$ cat src/rtl/alu_pkg.sv
// rtl/alu_pkg.sv - shared ALUOp, funct, alu_ctr codes and FSM states for the ALU issue unit
package alu_pkg;

  localparam logic [1:0] ALUOP_ADD   = 2'b00;
  localparam logic [1:0] ALUOP_SUB   = 2'b01;
  localparam logic [1:0] ALUOP_RTYPE = 2'b10;
  localparam logic [1:0] ALUOP_OR    = 2'b11;

  localparam logic [5:0] FUNCT_ADD = 6'b100000;
  localparam logic [5:0] FUNCT_SUB = 6'b100010;
  localparam logic [5:0] FUNCT_AND = 6'b100100;
  localparam logic [5:0] FUNCT_OR  = 6'b100101;
  localparam logic [5:0] FUNCT_SLT = 6'b101010;
  localparam logic [5:0] FUNCT_NOR = 6'b100111;

  localparam logic [3:0] CTR_AND     = 4'b0000;
  localparam logic [3:0] CTR_OR      = 4'b0001;
  localparam logic [3:0] CTR_ADD     = 4'b0010;
  localparam logic [3:0] CTR_SUB     = 4'b0110;
  localparam logic [3:0] CTR_SLT     = 4'b0111;
  localparam logic [3:0] CTR_NOR     = 4'b1100;
  localparam logic [3:0] CTR_ILLEGAL = 4'b1111;

  typedef enum logic [1:0] {
    ST_IDLE = 2'b00,
    ST_EXEC = 2'b01,
    ST_RESP = 2'b10
  } issue_state_t;

endpackage

$ cat src/rtl/alu_issue_unit_if.sv
// rtl/alu_issue_unit_if.sv - request/response handshake bundle of the ALU issue unit
interface alu_issue_unit_if #(
  parameter int WIDTH = 32
);
  logic             req_valid;
  logic             req_ready;
  logic [WIDTH-1:0] req_a;
  logic [WIDTH-1:0] req_b;
  logic [1:0]       req_aluop;
  logic [5:0]       req_funct;
  logic             resp_valid;
  logic             resp_ready;
  logic [WIDTH-1:0] resp_res;
  logic             resp_zero;
  logic             resp_err;

  modport master (
    output req_valid, req_a, req_b, req_aluop, req_funct, resp_ready,
    input  req_ready, resp_valid, resp_res, resp_zero, resp_err
  );

  modport slave (
    input  req_valid, req_a, req_b, req_aluop, req_funct, resp_ready,
    output req_ready, resp_valid, resp_res, resp_zero, resp_err
  );
endinterface

$ cat src/rtl/alu_ctrl_decode.sv
// rtl/alu_ctrl_decode.sv - combinational ALUOp/funct to alu_ctr decode with illegal flag
module alu_ctrl_decode
  import alu_pkg::*;
(
  input  logic [1:0] aluop,
  input  logic [5:0] funct,
  output logic [3:0] alu_ctr,
  output logic       illegal
);

  always_comb begin
    alu_ctr = CTR_ADD;
    illegal = 1'b0;
    unique case (aluop)
      ALUOP_ADD: alu_ctr = CTR_ADD;
      ALUOP_SUB: alu_ctr = CTR_SUB;
      ALUOP_OR:  alu_ctr = CTR_OR;
      default: begin
        case (funct)
          FUNCT_ADD: alu_ctr = CTR_ADD;
          FUNCT_SUB: alu_ctr = CTR_SUB;
          FUNCT_AND: alu_ctr = CTR_AND;
          FUNCT_OR:  alu_ctr = CTR_OR;
          FUNCT_SLT: alu_ctr = CTR_SLT;
          FUNCT_NOR: alu_ctr = CTR_NOR;
          default: begin
            alu_ctr = CTR_ILLEGAL;
            illegal = 1'b1;
          end
        endcase
      end
    endcase
  end

endmodule

$ cat src/rtl/alu_issue_unit.sv
// rtl/alu_issue_unit.sv - one-deep issue stage driving an external combinational ALU
module alu_issue_unit
  import alu_pkg::*;
#(
  parameter int WIDTH = 32
) (
  input  logic             clk,
  input  logic             reset,
  alu_issue_unit_if.slave  io,
  output logic [WIDTH-1:0] alu_input1,
  output logic [WIDTH-1:0] alu_input2,
  output logic [3:0]       alu_ctr,
  input  logic [WIDTH-1:0] alu_res,
  input  logic             alu_zero
);

  issue_state_t     state_q, state_d;
  logic [WIDTH-1:0] a_q, a_d, b_q, b_d, res_q, res_d;
  logic [3:0]       ctr_q, ctr_d;
  logic             illegal_q, illegal_d, zero_q, zero_d, err_q, err_d;
  logic [3:0]       dec_ctr;
  logic             dec_illegal;

  alu_ctrl_decode u_decode (
    .aluop   (io.req_aluop),
    .funct   (io.req_funct),
    .alu_ctr (dec_ctr),
    .illegal (dec_illegal)
  );

  always_comb begin
    state_d   = state_q;
    a_d       = a_q;
    b_d       = b_q;
    ctr_d     = ctr_q;
    illegal_d = illegal_q;
    res_d     = res_q;
    zero_d    = zero_q;
    err_d     = err_q;
    case (state_q)
      ST_IDLE: begin
        if (io.req_valid) begin
          a_d       = io.req_a;
          b_d       = io.req_b;
          ctr_d     = dec_ctr;
          illegal_d = dec_illegal;
          state_d   = ST_EXEC;
        end
      end
      ST_EXEC: begin
        // An illegal decode never trusts the ALU; it reports a fixed zero result.
        res_d   = illegal_q ? '0 : alu_res;
        zero_d  = illegal_q ? 1'b1 : alu_zero;
        err_d   = illegal_q;
        state_d = ST_RESP;
      end
      ST_RESP: begin
        if (io.resp_ready) state_d = ST_IDLE;
      end
      default: state_d = ST_IDLE;
    endcase
  end

  always_ff @(posedge clk) begin
    if (reset) begin
      state_q   <= ST_IDLE;
      a_q       <= '0;
      b_q       <= '0;
      ctr_q     <= CTR_ADD;
      illegal_q <= 1'b0;
      res_q     <= '0;
      zero_q    <= 1'b0;
      err_q     <= 1'b0;
    end else begin
      state_q   <= state_d;
      a_q       <= a_d;
      b_q       <= b_d;
      ctr_q     <= ctr_d;
      illegal_q <= illegal_d;
      res_q     <= res_d;
      zero_q    <= zero_d;
      err_q     <= err_d;
    end
  end

  assign io.req_ready  = (state_q == ST_IDLE);
  assign io.resp_valid = (state_q == ST_RESP);
  assign io.resp_res   = res_q;
  assign io.resp_zero  = zero_q;
  assign io.resp_err   = err_q;
  assign alu_input1    = a_q;
  assign alu_input2    = b_q;
  assign alu_ctr       = ctr_q;

endmodule

$ cat src/flat_wrapper.sv
// flat-port wrapper written by rule: the top's interface ports become plain ports
module alu_issue_unit_flat import alu_pkg::*;
#(
  parameter int WIDTH = 32
)
  (clk, reset, alu_input1, alu_input2, alu_ctr, alu_res, alu_zero, io_req_valid, io_req_a, io_req_b, io_req_aluop, io_req_funct, io_resp_ready, io_req_ready, io_resp_valid, io_resp_res, io_resp_zero, io_resp_err);
  alu_issue_unit_if #(.WIDTH(WIDTH)) io_i ();
  input  logic clk;
  input  logic reset;
  output logic [WIDTH-1:0] alu_input1;
  output logic [WIDTH-1:0] alu_input2;
  output logic [3:0] alu_ctr;
  input  logic [WIDTH-1:0] alu_res;
  input  logic alu_zero;
  input wire logic [$bits(io_i.req_valid)-1:0] io_req_valid;
  input wire logic [$bits(io_i.req_a)-1:0] io_req_a;
  input wire logic [$bits(io_i.req_b)-1:0] io_req_b;
  input wire logic [$bits(io_i.req_aluop)-1:0] io_req_aluop;
  input wire logic [$bits(io_i.req_funct)-1:0] io_req_funct;
  input wire logic [$bits(io_i.resp_ready)-1:0] io_resp_ready;
  output wire logic [$bits(io_i.req_ready)-1:0] io_req_ready;
  output wire logic [$bits(io_i.resp_valid)-1:0] io_resp_valid;
  output wire logic [$bits(io_i.resp_res)-1:0] io_resp_res;
  output wire logic [$bits(io_i.resp_zero)-1:0] io_resp_zero;
  output wire logic [$bits(io_i.resp_err)-1:0] io_resp_err;
  assign io_i.req_valid = io_req_valid;
  assign io_i.req_a = io_req_a;
  assign io_i.req_b = io_req_b;
  assign io_i.req_aluop = io_req_aluop;
  assign io_i.req_funct = io_req_funct;
  assign io_i.resp_ready = io_resp_ready;
  assign io_req_ready = io_i.req_ready;
  assign io_resp_valid = io_i.resp_valid;
  assign io_resp_res = io_i.resp_res;
  assign io_resp_zero = io_i.resp_zero;
  assign io_resp_err = io_i.resp_err;
  alu_issue_unit #(.WIDTH(WIDTH)) u_core (.clk(clk), .reset(reset), .io(io_i), .alu_input1(alu_input1), .alu_input2(alu_input2), .alu_ctr(alu_ctr), .alu_res(alu_res), .alu_zero(alu_zero));
endmodule
$ cat config.mk
export PLATFORM = sky130hd
export DESIGN_NAME = alu_issue_unit_flat
export DESIGN_NICKNAME = d
export VERILOG_FILES = /design/src/rtl/alu_pkg.sv /design/src/rtl/alu_issue_unit_if.sv /design/src/rtl/alu_ctrl_decode.sv /design/src/rtl/alu_issue_unit.sv /design/src/flat_wrapper.sv
export SDC_FILE = /design/constraint.sdc
export NUM_CORES = 1
export LEC_CHECK = 0
export BUFFER_PORTS_ARGS = -buffer_cell sky130_fd_sc_hd__buf_2
export CORE_ASPECT_RATIO = 1.75
export CORE_MARGIN = 4
export CORE_UTILIZATION = 44
export DETAILED_ROUTE_END_ITERATION = 12
export HOLD_SLACK_MARGIN = 0.02
export PLACE_DENSITY = 0.8
export SETUP_SLACK_MARGIN = 0.05
export SLEW_MARGIN = 40
export SYNTH_ARGS = -nofsm -noshare
export SYNTH_HDL_FRONTEND = slang
export SYNTH_SLANG_ARGS = --single-unit
$ cat constraint.sdc
create_clock -name clk -period 1.7 [get_ports clk]
set_clock_uncertainty 0.15 [all_clocks]
set_input_delay 0.17 -clock clk [delete_from_list [all_inputs] [get_ports clk]]
set_output_delay 0.17 -clock clk [all_outputs]
set_load 0.005 [all_outputs]
==> impl_metrics.json, run 1 <==
{
  "status": "finished clean",
  "syn-instance-count": 479,
  "grt_max_degree": 64,
  "nets": 852,
  "postCtsResizedCells": 0,
  "wl_per_cell_um": 15.87,
  "first_global_vias": 4413,
  "drt_iter0_markers": 222,
  "min_path_cells": 3,
  "p_per_area_nw_per_um2": 946.7,
  "dieHeight_um": 132.2,
  "cts_sinks": 105,
  "die_area_sq_um": 10440,
  "clock_path_buffers": 2,
  "overflow": 0,
  "drive_gt1_share_pct": 32.49,
  "num_vias": 4430,
  "htreeDepth": 3,
  "place_congestion": 0.8124,
  "cts_tree": "done",
  "setup.worst_path.class": "in -> reg",
  "vias_per_cell": 5.121,
  "holdPathEnd": "u_core.alu_ctr[0]",
  "cp-end-kind": "flop",
  "finalSetupViolCount": 0,
  "critPathMaxFanout": 5,
  "slowest_stage": "dlygate4sd3_1",
  "hold_class": "in -> reg",
  "path_buf_inv": 2,
  "grt_pass1_wl_mm": 20.91,
  "regToRegSetupSlack_ns": 0.18,
  "hold_viol": 0,
  "io_pins": 213,
  "cp.arrival_ns": 1.61,
  "reg2reg_to": "u_core.alu_input2[10]",
  "hold_start": "io_req_funct[3]",
  "tightest_slew_ns": 0.4102,
  "fin_crit_sh_pct": 90.94,
  "row_count": 45,
  "syn_avg_cell_area_sq_um": 8.095,
  "pre_cts_ws_ns": 0.1883,
  "cp_top_family": "buffers and inverters",
  "root_buffer": "clkbuf_16",
  "min_period_ns": 1.546,
  "reg2reg_from": "u_core.state_q[1]",
  "syn_area_sq_um": 3877,
  "worstPathCellList": "dlygate4sd3_1 -> buf_2 -> nor2b_1 -> and2_1 -> o31ai_1 -> a311oi_1",
  "max_cap_violations": 0,
  "antenna_found_initial": 1,
  "drc": 0,
  "worstSetupStartpointType": "primary input",
  "syn_nets": 588,
  "antenna_cells": 0,
  "final_antenna_net_count": 0,
  "synth.distinct_cells": 26,
  "num-fill-cells": 636,
  "first_pass_iters": 4,
  "core_sq_um": 8615,
  "drv_slew": 0,
  "peakVddDrop_v": 0.0005642,
  "multi_input_area_sq_um": 1600,
  "yosysSeqAreaShare_pct": 54.21,
  "critPathRequiredTime_ns": 1.76,
  "chipWidth_um": 78.96,
  "seqCellArea_sq_um": 2102,
  "insertion_delay_ns": 0.33,
  "crit_path_max_incr_delay_ns": 0.54,
  "initial_utilization_pct": 45.01,
  "clock.fmax_mhz": 646.9,
  "cts_inserted_buffers": 9,
  "dp.cells": 781,
  "rsz0062_at_grt": "no",
  "p_leak_nw": 2.853,
  "area_growth_pct": 56.82,
  "p_total_mw": 5.756,
  "final-instance-count-excl-fill": 865,
  "slew_headroom_pct": 72.65,
  "place.detailed.hpwl_mm": 8.240,
  "path_clk_slew_ns": 0.07,
  "rr_worst_depth": 5,
  "post_cts_buffers": 0,
  "wirelength_mm": 13.73,
  "grtUsageTotal_pct": 25.06,
  "portBuffers": 212,
  "worst_slack_ns": 0.1540,
  "synth_seq_cells": 105,
  "synth_warnings": 0,
  "fin_setup_tns_ns": 0
}
[report_power, final]
part	total, mW	leakage, nW	switching [mW]	internal (mW)
sequential	2.68	0.860	0.0784	2.61
clock	2.15	0.146	0.865	1.29
combinational	0.918	1.85	0.456	0.463
[worst max path at each step]
stage | start | endpoint | slack (ns) | cells after the start
after detailed placement | io_req_funct[4] | u_core.alu_ctr[2] | 0.19 | 5
final | io_req_funct[1] | u_core.alu_ctr[2] | 0.15 | 6
after global routing | u_core.state_q[1] | u_core.io.resp_res[6] | 0.05 | 5
after CTS | u_core.state_q[1] | u_core.alu_input1[16] | 0.16 | 5
after global placement | io_req_funct[4] | u_core.alu_ctr[2] | 0.23 | 5
after floorplan | u_core.state_q[1] | u_core.io.resp_res[22] | 0.34 | 6
[synth_stat cells (all sizes together)]
cell type / n / area [sq um]
nand2: 130 / 488.0
dfxtp: 105 / 2102
a21oi: 100 / 500.5
nor2: 43 / 163.9
nor3b: 33 / 247.7
clkbuf: 26 / 97.59
buf: 13 / 76.32
nor2b: 5 / 31.28
a311oi: 2 / 17.52
and2: 2 / 12.51
inv: 2 / 7.510
mux2i: 2 / 20.02
nand2b: 2 / 12.51
nand3b: 2 / 15.01
nor3: 2 / 10.01
o21ai: 2 / 10.01
o31ai: 2 / 15.01
nand4: 1 / 6.260
nand4b: 1 / 8.760
nor4bb: 1 / 10.01
o211a: 1 / 10.01
o211ai: 1 / 7.510
o21bai: 1 / 7.510
[final cells by class]
type / instances / share of cell area (%)
Tap cell: 117 / 2.407
Inverter: 2 / 0.1235
Multi-Input combinational cell: 333 / 26.32
Timing Repair Buffer: 292 / 31.44
Sequential cell: 105 / 34.57
Clock inverter: 5 / 1.317
Clock buffer: 11 / 3.827
[tightest hold or removal path, cell delays in order]
cell and delay [ns]:
buf_2 0.13, nand4b_1 0.09, a311oi_1 0.09
[metrics by stage]
stage / cell area, sq um / utilization, % / hold slack [ns]
final: 6081 / 70.59 / 0.04310
after floorplan: 3877 / - / 0.1560
after CTS: 6056 / 70.30 / 0.02431
after global routing: 6081 / 70.59 / 0.07408
after detailed placement: 5072 / 58.88 / 0.2690
after global placement: 5072 / 58.88 / 0.2604
[routing by layer]
metal,global-route usage [%],part of all wire [%],vias up
met3,8.208,9.3,54
li1,-,-,2098
met1,25.65,36,2010
met4,12.81,4.3,2
met5,0,0.095,-
met2,44.32,50,266
[cells by family (layout without fill, tap and decap cells)]
kind of cell,count (synthesis),in the layout,share of synthesized area (%)
AOI/OAI and AO/OA,109,109,14.65
buffers and inverters,41,310,4.679
DFF,105,105,54.21
muxes,2,2,0.5163
and+or+nand+nor,222,222,25.94
[registers in the layout, summed over array words and instances (netlist names)]
| register | flops |
|---|---|
| u_core.alu_input1 | 32 |
| u_core.io.resp_zero | 1 |
| u_core.alu_input2 | 32 |
| u_core.state_q | 2 |
| u_core.alu_ctr | 4 |
| u_core.io.resp_err | 1 |
| u_core.illegal_q | 1 |
| u_core.io.resp_res | 32 |
[cell usage in the layout (no fill, tap or decap), drive strengths merged]
cell type	netlist	layout
buf	13	224
nand2	130	130
dfxtp	105	105
a21oi	100	100
dlygate4sd3	0	67
nor2	43	43
nor3b	33	33
clkbuf	26	12
nor2b	5	5
nand3b	2	2
o21ai	2	2
inv	2	2
o31ai	2	2
a311oi	2	2
nor3	2	2
mux2i	2	2
bufinv	0	2
clkinvlp	0	2
and2	2	2
nand2b	2	2
nand4	1	1
nor4bb	1	1
o211a	1	1
o21bai	1	1
nand4b	1	1
o211ai	1	1
clkinv	0	1
[what timing repair did]
action	4_1_cts	5_1_grt
endpoints found under the setup margin	0	4
hold endpoints to repair	67	0
hold buffers	67	0
(Power assumes the default switching activity.)
==> inputs of run 2 (changes only) <==
--- a/config.mk
+++ b/config.mk
@@ -10,7 +10,8 @@
 export CORE_MARGIN = 4
 export CORE_UTILIZATION = 44
 export DETAILED_ROUTE_END_ITERATION = 12
-export HOLD_SLACK_MARGIN = 0.02
+export GPL_ROUTABILITY_DRIVEN = 0
+export HOLD_SLACK_MARGIN = 0.06
 export PLACE_DENSITY = 0.8
 export SETUP_SLACK_MARGIN = 0.05
 export SLEW_MARGIN = 40
==> impl_metrics.json, run 2 (synthesized netlist as in run 1, its figures left out) <==
{
  "overflow": 0,
  "reg2reg_from": "u_core.state_q[1]",
  "area_growth_pct": 58.79,
  "grt_pass1_wl_mm": 21.29,
  "post_cts_buffers": 0,
  "holdPathEnd": "u_core.io.resp_res[24]",
  "hold_start": "alu_res[24]",
  "tightest_slew_ns": 0.4081,
  "rsz0062_at_grt": "yes",
  "first_global_vias": 4500,
  "p_per_area_nw_per_um2": 937.8,
  "grtUsageTotal_pct": 25.51,
  "worstPathCellList": "dlygate4sd3_1 -> buf_2 -> nand4_1 -> dlygate4sd3_1 -> a311oi_2",
  "layout_commonest_cell": "buf_2",
  "clock.fmax_mhz": 593.8,
  "drive_gt1_share_pct": 32.32,
  "cts_sinks": 105,
  "row_count": 45,
  "holdWs_ns": 0.07710,
  "drc": 0,
  "setup.worst_path.class": "in -> reg",
  "p_switching_mw": 1.407,
  "die_area_sq_um": 10440,
  "vias_per_cell": 5.150,
  "root_buffer": "clkbuf_16",
  "fin_setup_tns_ns": 0,
  "min_period_ns": 1.684,
  "cts_tree": "done",
  "cp_top_family": "buffers and inverters",
  "cts_inserted_buffers": 9,
  "worstSetupStartpointType": "primary input",
  "critPathRequiredTime_ns": 1.80,
  "p_clk_share_pct": 37.3,
  "io_pins": 213,
  "finalSetupViolCount": 0,
  "wirelength_mm": 13.90,
  "final_cell_mix": "211 x buf_2, 129 x nand2_1, 105 x dfxtp_1",
  "min_path_cells": 4,
  "max_cap_violations": 0,
  "regToRegSetupSlack_ns": 0.17,
  "first_pass_iters": 5,
  "critPathMaxFanout": 5,
  "htreeDepth": 3,
  "hold_class": "in -> reg",
  "p_leak_nw": 2.882,
  "antenna_found_initial": 0,
  "drv_slew": 0,
  "slew_headroom_pct": 72.79,
  "switching_share_pct": 24.37,
  "chipWidth_um": 78.96,
  "cp.arrival_ns": 1.79,
  "p_int_mw": 4.367,
  "fin_crit_sh_pct": 99.07,
  "crit_path_max_incr_delay_ns": 0.60,
  "core_sq_um": 8615,
  "peakVddDrop_v": 0.0005679,
  "insertion_delay_ns": 0.33,
  "drt_iter0_markers": 283,
  "place.detailed.hpwl_mm": 8.240,
  "hold_viol": 0,
  "reg2reg_to": "u_core.alu_input2[10]",
  "dieHeight_um": 132.2,
  "status": "finished clean",
  "cp_common_cell": "dlygate4sd3_1",
  "p_seq_share_pct": 46.5,
  "grt_max_degree": 64,
  "cp-end-kind": "flop",
  "path_clk_slew_ns": 0.07,
  "final_antenna_net_count": 0,
  "rr_worst_depth": 5,
  "path_buf_inv": 3,
  "antenna_cells": 0,
  "portBuffers": 212,
  "slowest_stage": "dlygate4sd3_1",
  "combinationalPowerShare_pct": 16.2,
  "clock_path_buffers": 2,
  "wl_per_cell_um": 15.94,
  "nets": 859,
  "initial_utilization_pct": 45.01,
  "num_vias": 4491
}
run 2: changes by cell type in the layout (fill, tap and decap cells not counted), sizes merged:
| cell | previous run | this run |
|---|---|---|
| dlygate4sd3 | 67 | 74 |
run 2: cell type report:
class / count / area (sq um)
fill: 621 / 2457
sequential: 105 / 2102
timing repair buffer: 299 / 1982
multi-input combinational: 333 / 1607
clock buffer: 11 / 232.7
tap: 117 / 146.4
clock inverter: 5 / 80.08
inverter: 2 / 7.507
run 2: layer usage:
layer	global-route usage, %	up-vias	wire length (um)
li1	-	2115	-
met1	26.44	2063	5009
met2	44.23	259	7030
met3	8.755	54	1251
met4	13.58	0	609
met5	0	-	0
run 2: worst max-delay path by stage:
stage	startpoint	endpoint	slack, ns	cells past startpoint
after floorplan	u_core.state_q[1]	u_core.io.resp_res[22]	0.34	6
after global placement	io_req_funct[4]	u_core.alu_ctr[2]	0.23	5
after detailed placement	io_req_funct[4]	u_core.alu_ctr[2]	0.19	5
after CTS	io_req_funct[1]	u_core.alu_ctr[2]	0.11	5
after global routing	io_req_funct[1]	u_core.alu_ctr[2]	0.02	5
final	io_req_funct[1]	u_core.alu_ctr[2]	0.02	5
run 2: stage by stage:
step           power [mW]  std cells  utilization, %  instance area, sq um  worst slack, ns
2_1_floorplan       3.109        479               -                  3877           0.3415
3_3_place_gp        3.459        781           58.88                  5072           0.2337
3_5_place_dp        3.490        781           58.88                  5072           0.1883
4_1_cts             5.784        871           71.11                  6126           0.1136
5_1_grt             6.038        872           71.47                  6157          0.01863
6_report            5.774        872           71.47                  6157          0.01581
run 2: power by group through the flow:
| stage | clock network [mW] | logic (mW) | registers [mW] |
|---|---|---|---|
| floorplan | 0 | 0.366 | 2.74 |
| global placement | 0 | 0.735 | 2.72 |
| detailed placement | 0 | 0.758 | 2.73 |
| CTS | 2.22 | 0.891 | 2.68 |
| global route | 2.32 | 1.02 | 2.70 |
| finish | 2.15 | 0.936 | 2.69 |
run 2: timing repair:
item,CTS,global route
setup endpoints to repair,0,5
hold buffers,74,0
resized for setup,0,1
endpoints found under the hold margin,70,0
run 2: worst register-to-register path: cells and delay by family (launching register included):
| family | cells | cell delay, ns |
|---|---|---|
| buffers and inverters | 1 | 0.23 |
| DFF | 1 | 0.33 |
| and+or+nand+nor | 3 | 0.55 |
| AOI/OAI and AO/OA | 1 | 0.18 |
